`src/rtl/alu_wb_stage_pkg.sv`:
```
// Shared definitions for the ALU writeback stage: opcodes, condition codes,
// the queued-entry layout and the head classification helpers.
package alu_wb_stage_pkg;

    localparam int WB_DEPTH = 2;

    typedef enum logic [3:0] {
        ALU_NOP = 4'h0,
        ALU_ADD = 4'h1,
        ALU_SUB = 4'h2,
        ALU_AND = 4'h3,
        ALU_OR  = 4'h4,
        ALU_XOR = 4'h5,
        ALU_SHL = 4'h6,
        ALU_SHR = 4'h7,
        ALU_CND = 4'h8
    } alu_action_e;

    localparam logic [1:0] CND_EQ      = 2'd0;
    localparam logic [1:0] CND_LESS    = 2'd1;
    localparam logic [1:0] CND_GREATER = 2'd2;
    localparam logic [1:0] CND_NONE    = 2'd3;

    typedef struct packed {
        logic [31:0] data;
        logic [3:0]  action;
        logic [3:0]  dst;
        logic        wen;
    } wb_entry_t;

    function automatic logic is_cnd(input logic [3:0] action);
        return action == ALU_CND;
    endfunction

    // Condition results go to the condition register, never to the register file.
    function automatic logic needs_rf(input wb_entry_t e);
        return e.wen && !is_cnd(e.action);
    endfunction

endpackage

```
`src/rtl/alu_wb_stage_wb_fifo.sv`:
```
// In-order register FIFO for writeback entries; exposes the head and every
// slot in age order (index 0 = oldest) for the forwarding scan.
module wb_fifo
    import alu_wb_stage_pkg::*;
#(
    parameter  int DEPTH = WB_DEPTH,
    localparam int PW    = $clog2(DEPTH),
    localparam int CW    = PW + 1
) (
    input  logic            clk,
    input  logic            rst,
    input  logic            push,
    input  wb_entry_t       push_entry,
    input  logic            pop,
    output logic [CW-1:0]   count,
    output wb_entry_t       head,
    output logic            head_valid,
    output wb_entry_t       age_entry [DEPTH],
    output logic [DEPTH-1:0] age_valid
);

    if (DEPTH < 2 || (DEPTH & (DEPTH - 1)) != 0) begin : g_depth_check
        $error("wb_fifo DEPTH must be a power of two and at least 2");
    end

    wb_entry_t       mem [DEPTH];
    logic [PW-1:0]   wr_ptr;
    logic [PW-1:0]   rd_ptr;

    always_ff @(posedge clk or posedge rst) begin
        if (rst) begin
            wr_ptr <= '0;
            rd_ptr <= '0;
            count  <= '0;
            for (int i = 0; i < DEPTH; i++) begin
                mem[i] <= '0;
            end
        end else begin
            if (push) begin
                mem[wr_ptr] <= push_entry;
                wr_ptr      <= wr_ptr + 1'b1;
            end
            if (pop) begin
                rd_ptr <= rd_ptr + 1'b1;
            end
            case ({push, pop})
                2'b10:   count <= count + 1'b1;
                2'b01:   count <= count - 1'b1;
                default: count <= count;
            endcase
        end
    end

    assign head       = mem[rd_ptr];
    assign head_valid = (count != '0);

    // Pointer arithmetic wraps naturally because DEPTH is a power of two.
    for (genvar k = 0; k < DEPTH; k++) begin : g_age
        assign age_entry[k] = mem[rd_ptr + PW'(k)];
        assign age_valid[k] = (CW'(k) < count);
    end

endmodule

```
`src/rtl/alu_wb_stage.sv`:
```
// Writeback stage behind the ALU: queues results, writes them to the register
// file under a grant handshake, commits condition codes and forwards queued data.
module alu_wb_stage
    import alu_wb_stage_pkg::*;
#(
    parameter  int DEPTH = WB_DEPTH,
    parameter  int CND_W = 2,
    localparam int CW    = $clog2(DEPTH) + 1
) (
    input  logic             i_clk,
    input  logic             i_rst,
    input  logic             i_valid,
    output logic             o_ready,
    input  logic [31:0]      i_alu_out,
    input  logic [3:0]       i_alu_action,
    input  logic [3:0]       i_dst,
    input  logic             i_wen,
    output logic             o_rf_we,
    output logic [3:0]       o_rf_waddr,
    output logic [31:0]      o_rf_wdata,
    input  logic             i_rf_ready,
    output logic [CND_W-1:0] o_cnd,
    input  logic [3:0]       i_fwd_addr,
    output logic             o_fwd_hit,
    output logic [31:0]      o_fwd_data,
    output logic [CW-1:0]    o_count
);

    wb_entry_t        push_entry;
    wb_entry_t        head;
    wb_entry_t        age_entry [DEPTH];
    logic [DEPTH-1:0] age_valid;
    logic             head_valid;
    logic             head_cnd;
    logic             head_rf;
    logic             push;
    logic             pop;

    assign push_entry = '{data: i_alu_out, action: i_alu_action, dst: i_dst, wen: i_wen};

    // Ready depends only on occupancy, so a full queue refuses a push even on a pop cycle.
    assign o_ready = (o_count != CW'(DEPTH));
    assign push    = i_valid && o_ready;

    assign head_cnd = head_valid && is_cnd(head.action);
    assign head_rf  = head_valid && needs_rf(head);
    assign pop      = head_valid && (!head_rf || i_rf_ready);

    wb_fifo #(.DEPTH(DEPTH)) u_fifo (
        .clk        (i_clk),
        .rst        (i_rst),
        .push       (push),
        .push_entry (push_entry),
        .pop        (pop),
        .count      (o_count),
        .head       (head),
        .head_valid (head_valid),
        .age_entry  (age_entry),
        .age_valid  (age_valid)
    );

    assign o_rf_we    = head_rf;
    assign o_rf_waddr = head_valid ? head.dst  : 4'd0;
    assign o_rf_wdata = head_valid ? head.data : 32'd0;

    always_ff @(posedge i_clk or posedge i_rst) begin
        if (i_rst) begin
            o_cnd <= '0;
        end else if (pop && head_cnd) begin
            o_cnd <= head.data[CND_W-1:0];
        end
    end

    // Scan oldest to youngest so the youngest matching writer wins.
    always_comb begin
        o_fwd_hit  = 1'b0;
        o_fwd_data = 32'd0;
        for (int k = 0; k < DEPTH; k++) begin
            if (age_valid[k] && needs_rf(age_entry[k]) && age_entry[k].dst == i_fwd_addr) begin
                o_fwd_hit  = 1'b1;
                o_fwd_data = age_entry[k].data;
            end
        end
    end

endmodule
```
`config.mk`:
```
export PLATFORM = sky130hd
export DESIGN_NAME = alu_wb_stage
export DESIGN_NICKNAME = d
export VERILOG_FILES = /design/src/rtl/alu_wb_stage_pkg.sv /design/src/rtl/alu_wb_stage_wb_fifo.sv /design/src/rtl/alu_wb_stage.sv
export SDC_FILE = /design/constraint.sdc
export NUM_CORES = 1
export LEC_CHECK = 0
export ABC_AREA = 1
export CAP_MARGIN = 20
export CORE_MARGIN = 1.5
export CORE_UTILIZATION = 40
export DETAILED_ROUTE_END_ITERATION = 10
export PLACE_DENSITY = 0.74
export RECOVER_POWER = 50
export SLEW_MARGIN = 10
export SYNTH_ARGS = -nofsm -noshare
export SYNTH_HDL_FRONTEND = slang
export SYNTH_SLANG_ARGS = --single-unit
```
`constraint.sdc`:
```
create_clock -name i_clk -period 3.1 [get_ports i_clk]
set_clock_uncertainty 0.1 [all_clocks]
set_input_delay 0.62 -clock i_clk [delete_from_list [all_inputs] [get_ports i_clk]]
set_output_delay 0.62 -clock i_clk [all_outputs]
set_load 0.02 [all_outputs]
```
# [After elaboration in Yosys (flattened, before gate mapping)]
# Index checks and enable logic that the tools add are counted.
[word_totals] in_bits=49 latch_bits=0 memories=0 reg_bits=88 mem_bits_rw=0 word_cells=66 out_inout_bits=75 romBits=0
[op_classes] bitwise=3 magnitude_cmp=6 eq_ne=7 n_reduce_logical=18 mul=0 n_shift=0 n_div=0 addsub=4 mux=16
[op_table] operator="2-to-1 mux 41 bit" n=7
[op_table] operator="2-to-1 mux 32 bit" n=3
[op_table] operator="bitwise mux 82 bit" n=1
[op_table] operator="demux 41 bit (select 1 bit)" n=1
[op_table] operator="logical AND 1 bit" n=12
[op_table] operator="equality test 4 bit" n=2
[op_table] operator="equality test 4 bit, second input constant" n=2
[op_table] operator=">= comparator 2 bit, second input constant" n=3
[op_table] operator="inverter 1 -> 2 bit" n=3
[op_table] operator="< comparator 1 x 2 -> 1 bit, first input constant" n=2
[op_table] operator="2-to-1 mux 4 bit" n=1
[op_table] operator="case mux 2 bit (2 select lines)" n=1
[op_table] operator="nonzero test 2 bit" n=2
[op_table] operator="logical NOT 1 bit" n=3
[op_table] operator="adder 1 bit, second input constant" n=2
[op_table] operator="adder 2 x 1 -> 2 bit, second input constant" n=1
[op_table] operator="equality test 2 x 1 -> 1 bit, second input constant" n=1
[op_table] operator="equality test 2 bit, second input constant" n=1
[op_table] operator="< comparator 2 x 1 -> 1 bit, second input constant" n=1
[op_table] operator="2-to-1 mux 1 bit" n=2
[op_table] operator="!= test 2 bit, second input constant" n=1
[op_table] operator="subtractor 2 x 1 -> 2 bit, second input constant" n=1
[op_table] operator="logical OR 1 bit" n=1

# [Longest topological paths before layout]
[depth] ltp_word=13 depth_mapped=12 mapped_depth_nobuf=11

# [By module]
# A second synthesis with hierarchy kept.
[hier_totals] cells_unflattened=854 area_unflattened_um2=5967.0
[by_module_without_submodules] module="wb_fifo" seq_area_each_um2=2152.1 area_per_inst_um2=4598.2 cells_each=597 instances=1
[by_module_without_submodules] module="alu_wb_stage" seq_area_each_um2=50.0 area_per_inst_um2=1368.8 cells_each=257 instances=1

# [Worst setup path before layout]
# Ideal clock, no wire load.
[synth_timing] path_type="register to output" from="register u_fifo.count[0]" to="output port o_fwd_data[10]" arrival_ps=1833 slack_ps=547 t_required_ps=2380 n_path_buf=1 path_stages_with_launch=11 path_cell_list="dfrtp_1 inv_1 ha_1 nor2_1 o21ai_1 nor2_2 nand3_4 buf_6 nor2_2 nand2_1 nand2_1"
[synth_via] elab_chain_cells=5 elab_cells_between_ends=8 cone_classes="order compare: 2; mux: 2; reduce/logical: 4"
[synth_lines] item="start: declaration" line="alu_wb_stage_wb_fifo.sv:15" text="output logic [CW-1:0] count,"
[synth_lines] item="start signal: assignment" line="alu_wb_stage_wb_fifo.sv:47" text="2'b10: count <= count + 1'b1;"
[synth_lines] item="start signal: assignment" line="alu_wb_stage_wb_fifo.sv:48" text="2'b01: count <= count - 1'b1;"
[synth_lines] item="start signal: assignment" line="alu_wb_stage_wb_fifo.sv:49" text="default: count <= count;"
[synth_lines] item="< comparator 1 x 2 -> 1 bit" line="alu_wb_stage_wb_fifo.sv:60" text="assign age_valid[k] = (CW'(k) < count);"
[synth_lines] item="logical AND 1 bit (2 in a row)" line="alu_wb_stage.sv:79" text="if (age_valid[k] && needs_rf(age_entry[k]) && age_entry[k].dst == i_fwd_addr) begin"
[synth_lines] item="2-to-1 mux 32 bit" line="alu_wb_stage.sv:79"
[synth_lines] item="2-to-1 mux 32 bit *" line="alu_wb_stage.sv:79"
[synth_lines] item="end: declaration" line="alu_wb_stage.sv:25" text="output logic [31:0] o_fwd_data,"
# Mark *: on every way between the ends. The rest lies on a longest branch, timed or not.

# [Final worst setup path]
[layout_timing] from="register u_fifo.count[1]" to="output port o_fwd_data[24]"
# Same word-level chain as after synthesis.

==> flow_metrics.py <==
metrics = {
    "clock_network": {
        "cts_hold_buf": 0,
        "cts.sinks": 88,
        "clk_latency_ns": 0.34,
        "clkTransAtPathRegs_ns": 0.06,
        "cts_tree": "built",
        "ctsHtreeMaxLevel": 3,
        "cts_buffers": 9,
        "root_buffer": "clkbuf_16",
        "clk_path_buf_depth": 2,
    },
    "timing": {
        "hold_violations": 0,
        "slew_headroom_pct": 3.848,
        "rsz0062_at_grt": "yes",
        "slew_violations": 0,
        "fin_crit_sh_pct": 98.51,
        "setup_tns_ns": 0,
        "setup_viol_count_final": 0,
        "whs_ns": 0.3849,
        "finalCriticalPeriod_ns": 3.054,
        "max_slew.worst_pin.slew_ns": 1.442,
        "timing.fmax_mhz": 327.5,
    },
    "synthesis": {
        "syn_nets": 831,
        "synth_seq_cells": 88,
        "synth.top_cells.by_count": "nand2_1, o21ai_0, inv_1, dfrtp_1",
        "synth.area.top_cells": "dfrtp_1, nand2_1, o21ai_0",
        "synth-edff-count": 0,
        "synthArstFlopShare_pct": 100.0,
        "synth_area_um2": 5278,
        "synth_top_area_cell": "dfrtp_1",
        "ys.flop_type": "dfrtp_1",
        "seq_area_frac_synth_pct": 41.73,
        "yosysMostFrequentCell": "nand2_1",
        "synth_top_area_share_pct": 41.73,
        "synth.distinct_cells": 23,
        "syn_avg_cell_area_um2": 6.783,
        "netlist_instances": 778,
        "synth.yosys.warnings": 0,
    },
    "die": {
        "rows": 41,
        "ioPinCount": 124,
        "die-area_um2": 13890,
        "die_h_um": 117.9,
        "die_x_um": 117.9,
        "core_um2": 12720,
        "start_util_pct": 41.48,
    },
    "route": {
        "routed_wl_um": 13910,
        "viasPerCell": 4.842,
        "dr.first_iter.drc_count": 316,
        "post_drt_wl_per_cell_um": 13.07,
        "route.detailed.drc": 0,
        "final_antenna_net_count": 0,
        "drtPass1Iterations": 7,
        "vias": 5152,
    },
    "critical_path": {
        "cp-start-kind": "flip-flop",
        "r2r_start": "u_fifo.count[0]",
        "critical-path-max-stage-delay_ns": 0.35,
        "crit_buf_inv": 3,
        "crit_required_ns": 2.38,
        "cp-startpoint": "u_fifo.count[1]",
        "cp.arrival_ns": 2.33,
        "crit_top_cell": "nand2_1",
        "critPathCaptureType": "primary output",
        "path_class": "flip-flop to primary output",
        "path_delay_family": "simple AND/OR/NAND/NOR gates",
        "worst_path_max_delay_cell": "dfrtp_1",
        "worstPathMaxFanout": 14,
        "path_cells": "inv_1 -> ha_1 -> or2_2 -> a21oi_1 -> nand2_1 -> nor2_4 -> nand2_2 -> buf_12 -> nand2_1 -> nand2_1 -> dlygate4sd2_1",
    },
    "global_routing": {
        "grt_pass1_wl_um": 22710,
        "gr-usage-all-layers_pct": 20.00,
        "antenna_found_initial": 0,
        "grt_pass1_vias": 4752,
        "grt_max_degree": 84,
        "grt_overflow": 0,
    },
    "hold_path": {
        "hold_path_class": "flip-flop to flip-flop",
        "hold_start": "u_fifo.mem[18]",
    },
    "pwr": {
        "pwr_density_cell_nw_per_um2": 1102,
        "finalPower_mw": 7.668,
        "power.leakage_nw": 3.536,
        "vdd_ir_drop_max_v": 0.0006392,
    },
    "layout": {
        "drive_gt1_share_pct": 12.67,
        "fillCellCount": 1278,
        "utilization_pct": 54.71,
        "num-nets-final": 940,
        "diodes": 0,
        "syn2layout_area_growth_pct": 31.89,
    },
    "placement": {
        "gp_congestion": 0.8217,
        "hpwl_um": 9145,
        "io_buffers": 123,
    },
    "outcome": {
        "outcome": "finished, final reports clean",
    },
    "run": {
        "cap_violations": 0,
    },
}
[metal layers]
layer  wire length, µm  global-route usage [%]  up-vias
met5                 0                       0        -
met4               223                   7.546        0
met3               521                   2.568       16
met2              6593                   33.85      118
met1              6571                   26.14     2373
li1                  -                       -     2645
[kinds of logic after synthesis]
family / after synthesis / synth area share, %
and+or+nand+nor: 380 / 30.25
DFF: 88 / 41.73
AOI/OAI and AO/OA: 161 / 15.41
buffers and inverters: 142 / 11.17
xor gates and xnor gates: 3 / 0.4980
adders and majority gates: 4 / 0.9484
[worst min-delay path, cell delays in order, from the launching register on]
cell and delay, ns:
dfrtp_1 0.34, nand2_1 0.05, o21ai_0 0.06
[layout make-up]
cell class              count  area (µm²)  area share [%]
clock buffers              13       260.3           3.739
clock inverters             3       40.04          0.5752
inverters                  93       352.8           5.069
multi-input cells         548        2499           35.90
flip-flops and latches     88        2206           31.69
well taps                 172       215.2           3.092
repair buffers            147        1388           19.94
[placed cells by master (no fill, tap or decap), types with 5 or more instances in the layout]
master,Yosys,layout
nor2_1,42,42
inv_1,91,90
nand2_1,256,256
clkdlybuf4s50_1,0,85
o21ai_0,152,147
clkbuf_2,0,26
buf_4,1,16
o21ai_1,1,6
clkbuf_16,0,11
nand3_1,42,41
nor2_2,33,32
buf_12,0,7
a21oi_1,5,5
dfrtp_1,88,87
[report_power, final]
group	internal (mW)	switching, mW	total, mW
clock network	0.666	0.424	1.09
registers	1.71	0.373	2.08
logic	1.78	2.71	4.50
total	4.16	3.51	7.67
[state kept, by name, indices dropped and copies added (netlist names)]
name	cells
u_fifo.mem	82
u_fifo.wr_ptr	1
u_fifo.rd_ptr	1
u_fifo.count	2
o_cnd	2
[per-stage QoR]
step | area [µm²] | cells | setup slack (ns)
2_1_floorplan | 5278 | 778 | 0.1014
3_3_place_gp | 6756 | 1043 | -0.2422
3_5_place_dp | 6756 | 1043 | -0.2363
4_1_cts | 7017 | 1059 | 0.01184
5_1_grt | 6960 | 1064 | -0.04967
6_report | 6960 | 1064 | 0.04611
[what timing repair did]
item | CTS | global route
pin swaps | 0 | 2
resized for setup | 35 | 79
setup endpoints to repair | 34 | 42
buffers inserted | 0 | 3
gates cloned | 0 | 2
[final timing paths]
path                       cells past startpoint  slack (ns)         endpoint
max                                           11        0.05   o_fwd_data[24]
min                                            2        0.38   u_fifo.mem[18]
max reg2reg                                    6        0.67    u_fifo.mem[7]
min reg2reg                                    2        0.38   u_fifo.mem[18]
max in group asynchronous                      3        0.46   u_fifo.mem[25]
min in group asynchronous                      2        0.91  u_fifo.count[0]
No activity file was read; power rests on OpenSTA's default activity.
